**src/rtl/mac_job_sequencer_if.sv**
```systemverilog
// rtl/mac_job_sequencer_if.sv - command, operand, cluster and result signals of the MAC job sequencer
interface mac_job_sequencer_if #(
  parameter int MAC_CONF_WIDTH = 4,
  parameter int MAC_MIN_WIDTH  = 8,
  parameter int MAC_ACC_WIDTH  = 4*MAC_MIN_WIDTH,
  parameter int LEN_WIDTH      = 16
);
  localparam int CFG_W = 4*MAC_ACC_WIDTH + MAC_CONF_WIDTH;

  logic                       cmd_valid;
  logic                       cmd_ready;
  logic [CFG_W-1:0]           cmd_cfg;
  logic [LEN_WIDTH-1:0]       cmd_len;
  logic                       op_valid;
  logic                       op_ready;
  logic [4*MAC_MIN_WIDTH-1:0] op_a;
  logic [4*MAC_MIN_WIDTH-1:0] op_b;
  logic                       mac_cset;
  logic                       mac_en;
  logic [CFG_W-1:0]           mac_cfg;
  logic [4*MAC_MIN_WIDTH-1:0] mac_a;
  logic [4*MAC_MIN_WIDTH-1:0] mac_b;
  logic [4*MAC_ACC_WIDTH-1:0] mac_out;
  logic                       res_valid;
  logic                       res_ready;
  logic [4*MAC_ACC_WIDTH-1:0] res_data;
  logic                       busy;

  modport slave (
    input  cmd_valid, cmd_cfg, cmd_len, op_valid, op_a, op_b, mac_out, res_ready,
    output cmd_ready, op_ready, mac_cset, mac_en, mac_cfg, mac_a, mac_b, res_valid, res_data, busy
  );

  modport master (
    output cmd_valid, cmd_cfg, cmd_len, op_valid, op_a, op_b, mac_out, res_ready,
    input  cmd_ready, op_ready, mac_cset, mac_en, mac_cfg, mac_a, mac_b, res_valid, res_data, busy
  );
endinterface

```
**src/rtl/mac_job_sequencer.sv**
```systemverilog
// rtl/mac_job_sequencer.sv - drives one mac_cluster through load, stream, drain and result return
module mac_job_sequencer #(
  parameter int MAC_CONF_WIDTH = 4,
  parameter int MAC_MIN_WIDTH  = 8,
  parameter int MAC_ACC_WIDTH  = 4*MAC_MIN_WIDTH,
  parameter int MAC_LAT        = 2,
  parameter int LEN_WIDTH      = 16
) (
  input logic                clk,
  input logic                rst,
  mac_job_sequencer_if.slave bus
);
  localparam int CFG_W = 4*MAC_ACC_WIDTH + MAC_CONF_WIDTH;
  localparam int DW    = (MAC_LAT > 1) ? $clog2(MAC_LAT) : 1;

  localparam logic [2:0] S_IDLE   = 3'd0;
  localparam logic [2:0] S_LOAD   = 3'd1;
  localparam logic [2:0] S_STREAM = 3'd2;
  localparam logic [2:0] S_DRAIN  = 3'd3;
  localparam logic [2:0] S_DONE   = 3'd4;

  localparam logic [CFG_W-1:0] ACC_BIT = CFG_W'(4);

  logic [2:0]                 state;
  logic [CFG_W-1:0]           cfg_q;
  logic [LEN_WIDTH-1:0]       cnt;
  logic [DW-1:0]              drain_cnt;
  logic                       cmd_ready_q;
  logic [4*MAC_ACC_WIDTH-1:0] res_q;
  logic                       beat;

  // Beats reach the cluster combinationally in the cycle they are accepted,
  // so streaming needs no skid register and keeps one beat per cycle.
  assign beat = (state == S_STREAM) && bus.op_valid;

  always_ff @(posedge clk) begin
    if (rst) begin
      state       <= S_IDLE;
      cfg_q       <= '0;
      cnt         <= '0;
      drain_cnt   <= '0;
      cmd_ready_q <= 1'b0;
      res_q       <= '0;
    end else begin
      cmd_ready_q <= 1'b0;
      case (state)
        S_IDLE: begin
          cmd_ready_q <= 1'b1;
          if (bus.cmd_valid && cmd_ready_q) begin
            cfg_q       <= bus.cmd_cfg;
            cnt         <= bus.cmd_len;
            cmd_ready_q <= 1'b0;
            state       <= S_LOAD;
          end
        end
        S_LOAD: begin
          drain_cnt <= '0;
          state     <= (cnt != '0) ? S_STREAM : S_DRAIN;
        end
        S_STREAM: begin
          if (bus.op_valid) begin
            cnt <= cnt - LEN_WIDTH'(1);
            if (cnt == LEN_WIDTH'(1)) state <= S_DRAIN;
          end
        end
        S_DRAIN: begin
          drain_cnt <= drain_cnt + DW'(1);
          if (drain_cnt == DW'(MAC_LAT-1)) begin
            res_q <= bus.mac_out;
            state <= S_DONE;
          end
        end
        S_DONE: begin
          if (bus.res_ready) begin
            cmd_ready_q <= 1'b1;
            state       <= S_IDLE;
          end
        end
        default: state <= S_IDLE;
      endcase
    end
  end

  assign bus.cmd_ready = cmd_ready_q;
  assign bus.op_ready  = (state == S_STREAM);
  assign bus.mac_cset  = (state == S_LOAD);
  assign bus.mac_en    = (state == S_LOAD) || (state == S_DRAIN) || beat;
  assign bus.mac_a     = beat ? bus.op_a : '0;
  assign bus.mac_b     = beat ? bus.op_b : '0;
  assign bus.res_valid = (state == S_DONE);
  assign bus.res_data  = res_q;
  assign bus.busy      = (state != S_IDLE);

  // Drain feeds zero products with accumulate forced so the final sum is preserved.
  always_comb begin
    bus.mac_cfg = '0;
    case (state)
      S_LOAD, S_STREAM: bus.mac_cfg = cfg_q;
      S_DRAIN:          bus.mac_cfg = cfg_q | ACC_BIT;
      default:          bus.mac_cfg = '0;
    endcase
  end
endmodule

```
**src/flat_wrapper.sv**
```systemverilog
// flat-port wrapper written by rule: the top's interface ports become plain ports
module mac_job_sequencer_flat 
#(
  parameter int MAC_CONF_WIDTH = 4,
  parameter int MAC_MIN_WIDTH  = 8,
  parameter int MAC_ACC_WIDTH  = 4*MAC_MIN_WIDTH,
  parameter int MAC_LAT        = 2,
  parameter int LEN_WIDTH      = 16
)
  (clk, rst, bus_cmd_valid, bus_cmd_cfg, bus_cmd_len, bus_op_valid, bus_op_a, bus_op_b, bus_mac_out, bus_res_ready, bus_cmd_ready, bus_op_ready, bus_mac_cset, bus_mac_en, bus_mac_cfg, bus_mac_a, bus_mac_b, bus_res_valid, bus_res_data, bus_busy);
  mac_job_sequencer_if #(.MAC_CONF_WIDTH(MAC_CONF_WIDTH), .MAC_MIN_WIDTH(MAC_MIN_WIDTH), .MAC_ACC_WIDTH(MAC_ACC_WIDTH), .LEN_WIDTH(LEN_WIDTH)) bus_i ();
  input logic clk;
  input logic rst;
  input wire logic [$bits(bus_i.cmd_valid)-1:0] bus_cmd_valid;
  input wire logic [$bits(bus_i.cmd_cfg)-1:0] bus_cmd_cfg;
  input wire logic [$bits(bus_i.cmd_len)-1:0] bus_cmd_len;
  input wire logic [$bits(bus_i.op_valid)-1:0] bus_op_valid;
  input wire logic [$bits(bus_i.op_a)-1:0] bus_op_a;
  input wire logic [$bits(bus_i.op_b)-1:0] bus_op_b;
  input wire logic [$bits(bus_i.mac_out)-1:0] bus_mac_out;
  input wire logic [$bits(bus_i.res_ready)-1:0] bus_res_ready;
  output wire logic [$bits(bus_i.cmd_ready)-1:0] bus_cmd_ready;
  output wire logic [$bits(bus_i.op_ready)-1:0] bus_op_ready;
  output wire logic [$bits(bus_i.mac_cset)-1:0] bus_mac_cset;
  output wire logic [$bits(bus_i.mac_en)-1:0] bus_mac_en;
  output wire logic [$bits(bus_i.mac_cfg)-1:0] bus_mac_cfg;
  output wire logic [$bits(bus_i.mac_a)-1:0] bus_mac_a;
  output wire logic [$bits(bus_i.mac_b)-1:0] bus_mac_b;
  output wire logic [$bits(bus_i.res_valid)-1:0] bus_res_valid;
  output wire logic [$bits(bus_i.res_data)-1:0] bus_res_data;
  output wire logic [$bits(bus_i.busy)-1:0] bus_busy;
  assign bus_i.cmd_valid = bus_cmd_valid;
  assign bus_i.cmd_cfg = bus_cmd_cfg;
  assign bus_i.cmd_len = bus_cmd_len;
  assign bus_i.op_valid = bus_op_valid;
  assign bus_i.op_a = bus_op_a;
  assign bus_i.op_b = bus_op_b;
  assign bus_i.mac_out = bus_mac_out;
  assign bus_i.res_ready = bus_res_ready;
  assign bus_cmd_ready = bus_i.cmd_ready;
  assign bus_op_ready = bus_i.op_ready;
  assign bus_mac_cset = bus_i.mac_cset;
  assign bus_mac_en = bus_i.mac_en;
  assign bus_mac_cfg = bus_i.mac_cfg;
  assign bus_mac_a = bus_i.mac_a;
  assign bus_mac_b = bus_i.mac_b;
  assign bus_res_valid = bus_i.res_valid;
  assign bus_res_data = bus_i.res_data;
  assign bus_busy = bus_i.busy;
  mac_job_sequencer #(.MAC_CONF_WIDTH(MAC_CONF_WIDTH), .MAC_MIN_WIDTH(MAC_MIN_WIDTH), .MAC_ACC_WIDTH(MAC_ACC_WIDTH), .MAC_LAT(MAC_LAT), .LEN_WIDTH(LEN_WIDTH)) u_core (.clk(clk), .rst(rst), .bus(bus_i));
endmodule
```
**config.mk**
```make
export PLATFORM = sky130hd
export DESIGN_NAME = mac_job_sequencer_flat
export DESIGN_NICKNAME = d
export VERILOG_FILES = /design/src/rtl/mac_job_sequencer_if.sv /design/src/rtl/mac_job_sequencer.sv /design/src/flat_wrapper.sv
export SDC_FILE = /design/constraint.sdc
export NUM_CORES = 1
export LEC_CHECK = 0
export ABC_AREA = 1
export CAP_MARGIN = 15
export CORE_AREA = 10 10 254 256
export CTS_BUF_LIST = sky130_fd_sc_hd__clkbuf_8
export CTS_CLUSTER_DIAMETER = 120
export DETAILED_ROUTE_END_ITERATION = 10
export DIE_AREA = 0 0 264 266
export GPL_ROUTABILITY_DRIVEN = 0
export GPL_TIMING_DRIVEN = 0
export PLACE_DENSITY = 0.53
export SKIP_CTS_REPAIR_TIMING = 1
export SYNTH_ARGS = -nofsm -noshare
export SYNTH_HDL_FRONTEND = slang
export SYNTH_SLANG_ARGS = --single-unit
```
**constraint.sdc**
```tcl
create_clock -name clk -period 1.7 [get_ports clk]
set_input_delay 0.51 -clock clk [delete_from_list [all_inputs] [get_ports clk]]
set_output_delay 0.51 -clock clk [all_outputs]
set_load 0.02 [all_outputs]
```
# Word level (Yosys, flattened, before mapping)
# Cells that the tools add are included.
[totals]
register_bits = 281
latch_bits = 0
ram_bits = 0
rom_bits = 0
in_bits = 345
out_inout_bits = 330
word_cells = 49
mem_count = 0
[classes]
addsub = 2
multipliers = 0
n_div = 0
magnitude_cmp = 0
eq_ne = 10
shift = 0
mux = 17
bitwise_logic = 0
reduce_logical = 14
[op_table]
columns = ["op", "count"]
rows = [
  ["$pmux W132 S2", 1],
  ["$mux W32", 2],
  ["$mux W16", 2],
  ["$pmux W16 S2", 1],
  ["$eq A16 B1 Y1 const B", 1],
  ["$reduce_bool A16 Y1", 1],
  ["$sub A16 B1 Y16 const B", 1],
  ["$mux W3", 5],
  ["$pmux W3 S5", 1],
  ["$eq A3 B2 Y1 const B", 2],
  ["$ne A2 B1 Y1 const B", 3],
  ["$reduce_and A5 Y1", 1],
  ["$ne A2 B2 Y1 const B", 2],
  ["$pmux W1 S2", 2],
  ["$reduce_and A2 Y1", 2],
  ["$reduce_bool A2 Y1", 2],
  ["$eq A3 B1 Y1 const B", 1],
  ["$eq A3 B3 Y1 const B", 1],
  ["$logic_not A3 Y1", 1],
  ["$mux W1", 3],
  ["$reduce_and A3 Y1", 1],
  ["$reduce_bool A3 Y1", 1],
  ["$logic_and A1 B1 Y1", 2],
  ["$logic_or A1 B1 Y1", 2],
  ["2 further kinds", 2],
]

# Logic depth before layout (Yosys ltp)
# Gate-level depths: netlist of run 1.
[depth]
ltp_word = 4
ltp_mapped = 10

# Least setup slack after synthesis of run 1
# No wires, ideal clock.
[synth_timing]
path_type = "flip-flop to output port"
startpoint = "register u_core.state[1]"
endpoint = "output port bus_mac_cfg[0]"
arrival_ps = 1442
required_time_ps = 1190
setup_slack_ps = -252
stages_incl_launch_ff = 7
cell_sequence = "dfxtp_1 nand3_2 o21ai_1 nor2_1 buf_2 buf_4 nor2_1"
[synth_between]
elab_chain_len = 3
word_cells_on_any_way = 5
classes_between = "eq/ne (3); mux (1); reduce/logical (1)"
[synth_rtl]
columns = ["element", "line_no", "text"]
rows = [
  ["from (decl)", "mac_job_sequencer.sv:24", "logic [2:0] state;"],
  ["from (signal assigned)", "mac_job_sequencer.sv:58", "state <= (cnt != '0) ? S_STREAM : S_DRAIN;"],
  ["$eq A3 B2 Y1 / $eq A3 B1 Y1 (equally long branches)", "mac_job_sequencer.sv:97", "case (state)"],
  ["$reduce_or A2 Y1", "mac_job_sequencer.sv:97", ""],
  ["$pmux W132 S2 *", "mac_job_sequencer.sv:97", ""],
  ["to (decl)", "flat_wrapper.sv:26", "output wire logic [$bits(bus_i.mac_cfg)-1:0] bus_mac_cfg;"],
]
# Mark *: on every way between the ends. The rest lies on a longest branch, timed or not.

# Worst setup path after layout of run 1
[layout_timing]
startpoint = "register u_core.state[2]"
endpoint = "output port bus_mac_cfg[98]"
# Same word-level chain as after synthesis.

==> results of run 1 <==
[registers in the layout (all words and copies together) (netlist names)]
| name | cells |
|---|---|
| u_core.bus.res_data | 128 |
| u_core.state | 3 |
| u_core.drain_cnt | 1 |
| u_core.bus.cmd_ready | 1 |
| u_core.cfg_q | 132 |
| u_core.cnt | 16 |
[cell families (layout without fill, tap and decap cells)]
group | count (synthesis) | after routing | share of synthesized area
other cells | 0 | 6 | 0
fa+ha+maj | 2 | 2 | 0.00213
simple gates | 599 | 599 | 0.210
compound gates | 437 | 437 | 0.187
flops | 281 | 281 | 0.479
buf+inv | 352 | 1136 | 0.123
[worst min-delay path: stages]
cell and delay, ns:
clkdlybuf4s50_1 0.40, nand3_1 0.08, a21oi_1 0.06
[per-layer routing]
metal | GRT usage | share of wire
met5 | 0 | 0.00038
met1 | 0.183 | 0.37
met2 | 0.297 | 0.50
met4 | 0.0593 | 0.035
met3 | 0.0658 | 0.097
[synth_stat cells, drive strengths merged]
library cell | number | area, sq um
o21a | 1 | 7.51
inv | 222 | 833
o31ai | 1 | 7.51
buf | 59 | 344
ha | 2 | 25.0
or2 | 2 | 12.5
dfxtp | 281 | 5630
nand4 | 5 | 31.3
nand3b | 1 | 7.51
nand3 | 149 | 751
nand2 | 208 | 781
nor2 | 234 | 883
clkbuf | 71 | 267
a21oi | 287 | 1440
o21ai | 148 | 741
[worst paths after layout]
| check | from | depth (start not counted) | end |
|---|---|---|---|
| max | u_core.state[2] | 9 | bus_mac_cfg[98] |
| max reg2reg | u_core.drain_cnt | 4 | u_core.bus.res_data[66] |
| min reg2reg | u_core.cfg_q[123] | 2 | u_core.cfg_q[123] |
| min | bus_mac_out[73] | 3 | u_core.bus.res_data[73] |
[area by class of cell]
cell class | count | share of cell area
inverters | 222 | 0.0397
well taps | 782 | 0.0462
multi-input cells | 1038 | 0.246
repair buffers | 682 | 0.307
plain buffers | 130 | 0.0375
flip-flops and latches | 281 | 0.266
clock buffers | 75 | 0.0487
diodes | 6 | 0.000709
clock inverters | 27 | 0.00797
[power groups by stage]
stage / clock [mW] / combinational, mW / sequential (mW)
6_report: 7.29 / 11.2 / 7.95
3_3_place_gp: 0 / 9.80 / 8.04
3_5_place_dp: 0 / 9.83 / 8.06
4_1_cts: 7.51 / 9.88 / 7.92
2_1_floorplan: 0 / 5.74 / 7.97
5_1_grt: 7.80 / 12.2 / 8.03
[through the flow]
step	instance area, sq um	util
after detailed placement	19800	0.331
after CTS	21000	0.352
after global placement	19800	0.331
after global routing	21200	0.355
after floorplan	12100	-
final	21200	0.355
==> summary.txt, run 1 <==
Status
  • Status: complete, but fails checks
  • Failing checks: negative setup slack

Synthesis
  • Syn_nets: slightly above 2,000
  • #FFs+latches synth: 281
  • Post-Synthesis Cells: 1,671
  • Syn Area/Cell: ~7.0 sq um
  • Netlist cell types: 22
  • Seq/Total Area, Yosys: 0.479
  • Synthesized area: between 10,000 and 15,000 sq um
  • Ys Warns: 0

Placed design
  • IO buf count: ~670
  • Setup Slack @ Placement: -1.27 ns
  • Placed wire-length estimate: 51,300 um
  • DP Cell Count: 3,126

Power
  • Sw Share: 0.397
  • Lkg Pwr: 8.69 nW
  • Int Power: roughly 16 mW
  • Final Power: between 20 and 30 mW
  • Sequential power share: 0.300
  • Clk pwr share: 0.275
  • Sw power: approximately 11 mW
  • PwrDens: between 1000 and 1500 nW/um^2
  • Peak VDD IR: between 0.9 and 1 mV
  • Logic gate share of total power: 0.424

STA
  • Slew Limit Headroom: 0.450
  • Maximum clock frequency: about 0.38 GHz
  • Fin Clk Skew: about 0.06 ns
  • Max-slew violations: 0
  • RSZ-0062 raised after global routing: true
  • Slack of the critical path: -0.907 ns
  • WHS: 0.442 ns
  • Final Hold Fails: 0
  • Final setup viols: between 500 and 600
  • Final min period: 2.61 ns
  • Total Neg Setup Slack: -232.25 ns
  • Worst-Margin Slew: 0.826 ns
  • Final Cycle Share: 1.53

Clock network
  • # H-tree levels: 2
  • Clock transition at path regs: ~0.070 ns
  • CTS tree: built
  • Clock Latency Late Sink: approximately 0.65 ns
  • Sink Count: 281
  • CTS root buffer: clkbuf_8
  • Cts bufs inserted: 55
  • Clock tree buffer depth: 3

Min path
  • Path category of the worst min-delay check: input port to flip-flop

Worst setup path
  • Family with the most delay on the worst path: buffers and inverters
  • R2R setup slack: -0.18 ns
  • CP max-delay cell: dfxtp_2
  • CP Buf/Inv Count: 5
  • Critical Path RT: 1.19 ns
  • Kind of critical path: flip-flop to output port
  • Crit path max fanout: 7
  • Arrival time worst endpoint: approximately 2.1 ns
  • CP Capture Type: output port
  • CP Launch Type: flip-flop
  • Slowest stage delay, CP: 0.33 ns
  • Worst path cell trace: clkinv_4 -> nand2_8 -> o21ai_4 -> nor2_4 -> buf_12 -> buf_16 -> buf_12 -> nor2_4 -> buf_6

Floorplanning
  • Core region area: 59,700 sq um
  • Row count: 90
  • Die area: 70,200 sq um
  • Initial Utilization: 0.197
  • DIE HEIGHT: 266 um
  • Die X: roughly 260 um
  • Io pins: 675

Final layout
  • Commonest cells after routing, fill and taps aside: clkdlybuf4s50_1 (475), a21oi_1 (287), dfxtp_1 (278)
  • Fillers: between 6,000 and 7,000
  • Fin nets: between 2,000 and 3,000
  • Leading cell type in the layout, fill and taps excluded: clkdlybuf4s50_1
  • Multi-input gate area: 5210 sq um
  • FF/Latch Area: about 5600 sq um
  • Finished Layout Cells: 3,243
  • Area delta synth->final: 80.2%
  • Layout cell share with drive strength beyond 1: 0.175

Run
  • Max-Cap Viols: 0

Route
  • Final WL: ~64,000 um
  • Vias: between 10,000 and 15,000
  • Routed Antenna Nets: 0
  • DRT Pass-1 Iters: 7
  • Via/cell ratio: 4.31
  • Initial DRC Count: slightly below 800
  • DRC: 0
  • DR WL/cell: around 20 um

Global routing
  • GRT Util Overall: 0.170
  • Number of global-route vias before repair: 14,300
  • Initial antenna violation count: 9
  • GR Overflow Total: 0
  • Global-route wire length before repair: 91,800 um
  • Pin count of the biggest net entering global routing: 16
(Power assumes the default switching activity.)
==> inputs of run 2 (changes only) <==
--- a/config.mk
+++ b/config.mk
@@ -7,14 +7,14 @@
 export LEC_CHECK = 0
 export ABC_AREA = 1
 export CAP_MARGIN = 15
-export CORE_AREA = 10 10 254 256
+export CORE_AREA = 10 10 258 260
 export CTS_BUF_LIST = sky130_fd_sc_hd__clkbuf_8
 export CTS_CLUSTER_DIAMETER = 120
 export DETAILED_ROUTE_END_ITERATION = 10
-export DIE_AREA = 0 0 264 266
+export DIE_AREA = 0 0 268 270
 export GPL_ROUTABILITY_DRIVEN = 0
 export GPL_TIMING_DRIVEN = 0
-export PLACE_DENSITY = 0.53
+export PLACE_DENSITY = 0.52
 export SKIP_CTS_REPAIR_TIMING = 1
 export SYNTH_ARGS = -nofsm -noshare
 export SYNTH_HDL_FRONTEND = slang
==> run 2 against run 1 <==
The flow still finishes with violations (negative setup slack). Clock skew fell by 0.010 ns. Power decreased by 1.3%. Largest power group unchanged. Highest routed layer unchanged. Critical endpoint is now bus_mac_cfg[121]. Flip-flop and latch count unchanged. Critical path depth stayed put. Setup slack improved by 0.035 ns. Sequential power about the same. Die area increased by 3.0%. Critical path type unchanged. Wire length increased by 0.22%.
==> summary.txt, run 2 (same netlist as run 1, synthesis figures left out) <==
Status
  • Status: complete, but fails checks
  • Failing checks: negative setup slack

Final layout
  • Leading cell type in the layout, fill and taps excluded: clkdlybuf4s50_1
  • Commonest cells after routing, fill and taps aside: clkdlybuf4s50_1 (472), a21oi_1 (287), dfxtp_1 (278)
  • Area delta synth->final: 81.3%
  • Fin nets: 2,766 (+0.33%)
  • Multi-input gate area: 5230 sq um (+0.29%)
  • Largest register FFs: 132 (unchanged)
  • Design Area, Final: 21,300 sq um (+0.59%)
  • Fillers: 6,538 (+3.6%)
  • Top reg by flops: u_core.cfg_q
  • FF/Latch Area: 5630 sq um (unchanged)
  • Layout cell share with drive strength beyond 1: 0.187 (+0.0116)

Worst setup path
  • CP Capture Type: output port
  • Kind of critical path: flip-flop to output port
  • Crit path max fanout: 8 (+1)
  • CP Launch Type: flip-flop
  • Arrival time worst endpoint: 2.06 ns (-0.04 ns)
  • Critical Path RT: 1.19 ns (about the same)

Clock network
  • CTS root buffer: clkbuf_8
  • CTS tree: built
  • # H-tree levels: 2 (unchanged)
  • Sink Count: 281 (unchanged)
  • Clock Latency Late Sink: 0.64 ns (about the same)
  • Clock transition at path regs: 0.06 ns (about the same)
  • Cts bufs inserted: 54 (-1.8%)
  • Clock tree buffer depth: 3 (unchanged)

STA
  • Final Cycle Share: 1.51 (-0.0203)
  • RSZ-0062 raised after global routing: true
  • Fin Clk Skew: 0.0488 ns (-0.0102 ns)
  • Max-slew violations: 0 (unchanged)
  • Final min period: 2.57 ns (-0.0346 ns)
  • Maximum clock frequency: 0.389 GHz (+1.3%)
  • Total Neg Setup Slack: -232.90 ns (-0.652 ns)
  • Final Hold Fails: 0 (unchanged)
  • Final setup viols: 577 (+4.2%)
  • Worst-Margin Slew: 0.846 ns (+0.0203 ns)
  • Slack of the critical path: -0.872 ns (+0.0346 ns)
  • WHS: 0.452 ns (+0.00942 ns)
  • Slew Limit Headroom: 0.436 (-0.0135)

Power
  • Logic gate share of total power: 0.446 (+0.022)
  • Lkg Pwr: 8.52 nW (-1.9%)
  • PwrDens: 1220 nW/um^2 (-1.9%)
  • Sequential power share: 0.304 (+0.004)
  • Int Power: 15.7 mW (-1.5%)
  • Clk pwr share: 0.250 (-0.025)
  • Peak VDD IR: 0.771 mV (-18%)
  • Sw Share: 0.399 (+0.00136)
  • Final Power: 26.1 mW (-1.3%)
  • Sw power: 10.4 mW (-0.99%)

Global routing
  • GR Overflow Total: 0 (unchanged)
  • Number of global-route vias before repair: 13,900 (-2.4%)
  • Global-route wire length before repair: 91,000 um (-0.86%)
  • Pin count of the biggest net entering global routing: 16 (unchanged)
  • GRT Util Overall: 0.165 (-0.00510)
  • Initial antenna violation count: 8 (-1)

Route
  • Initial DRC Count: 638 (-18%)
  • DRT Pass-1 Iters: 8 (+1)
  • Final WL: 63,800 um (+0.22%)
  • DR WL/cell: 19.6 um (about the same)
  • Vias: 13,900 (-0.38%)
  • Routed Antenna Nets: 0 (unchanged)
  • DRC: 0 (unchanged)
  • Via/cell ratio: 4.28 (-0.66%)

Floorplanning
  • Die area: 72,400 sq um (+3.0%)
  • Io pins: 675 (unchanged)
  • Core region area: 61,300 sq um (+2.6%)
  • Row count: 91 (+1.1%)
  • DIE HEIGHT: 270 um (+1.5%)
  • Initial Utilization: 0.192 (-0.00506)
  • Die X: 268 um (+1.5%)

Min path
  • Path category of the worst min-delay check: flip-flop to flip-flop

Placed design
  • IO buf count: 673 (unchanged)
  • Placed wire-length estimate: 51,000 um (-0.62%)
  • Dpl cell area: 19,800 sq um (about the same)

Run
  • Max-Cap Viols: 0 (unchanged)
run 2: worst paths after layout:
| path | start | end | slack, ns | cells past startpoint |
|---|---|---|---|---|
| setup / recovery | u_core.state[2] | bus_mac_cfg[121] | -0.87 | 9 |
| hold reg to reg | u_core.cfg_q[54] | u_core.cfg_q[54] | 0.45 | 2 |
| setup reg to reg | u_core.drain_cnt | u_core.bus.res_data[123] | -0.26 | 4 |
| hold / removal | u_core.cfg_q[54] | u_core.cfg_q[54] | 0.45 | 2 |
run 2: metal layers:
metal,vias to the layer above,track usage,wire [um]
met2,523,0.288,31300
met3,112,0.0699,6500
met4,12,0.0537,2130
met5,-,0,82
li1,6840,-,-
met1,6429,0.175,23800
run 2: area by class of cell:
class                   count  share of cell area
clock inverters            34             0.00881
diodes                      4            0.000470
clock buffers              61              0.0394
well taps                 790              0.0464
multi-input cells        1038               0.245
repair buffers            692               0.318
inverters                 222              0.0393
flip-flops and latches    281               0.264
plain buffers             130              0.0379
run 2: worst max-delay path: stages (launching register included):
cell	delay [ns]
dfxtp_2	0.33
clkinv_4	0.08
nand2_8	0.07
o21ai_4	0.18
nor2_4	0.05
buf_12	0.14
clkbuf_16	0.18
clkbuf_16	0.17
nor2_2	0.10
buf_6	0.13
run 2: per-stage QoR:
step | setup WS [ns] | std cells | utilization
detailed placement | -1.37 | 3134 | 0.323
global route | -0.990 | 3249 | 0.348
floorplan | -0.132 | 1671 | -
CTS | -1.81 | 3229 | 0.340
finish | -0.872 | 3252 | 0.348
global placement | -1.42 | 3134 | 0.323
run 2: power by group through the flow:
stage                     registers [mW]  clock network, mW  logic (mW)
after global routing                8.03               7.01        12.6
final                               7.93               6.52        11.6
after detailed placement            8.05                  0        9.73
after floorplan                     7.97                  0        5.74
after global placement              8.03                  0        9.69
after CTS                           7.92               6.72        9.78
==> inputs of run 3 (changes only) <==
--- a/config.mk
+++ b/config.mk
@@ -14,6 +14,7 @@
 export DIE_AREA = 0 0 268 270
 export GPL_ROUTABILITY_DRIVEN = 0
 export GPL_TIMING_DRIVEN = 0
+export HOLD_SLACK_MARGIN = 0.05
 export PLACE_DENSITY = 0.52
 export SKIP_CTS_REPAIR_TIMING = 1
 export SYNTH_ARGS = -nofsm -noshare
==> results of run 3 <==
Final layout, timing and power as in run 2 (identical DEF).
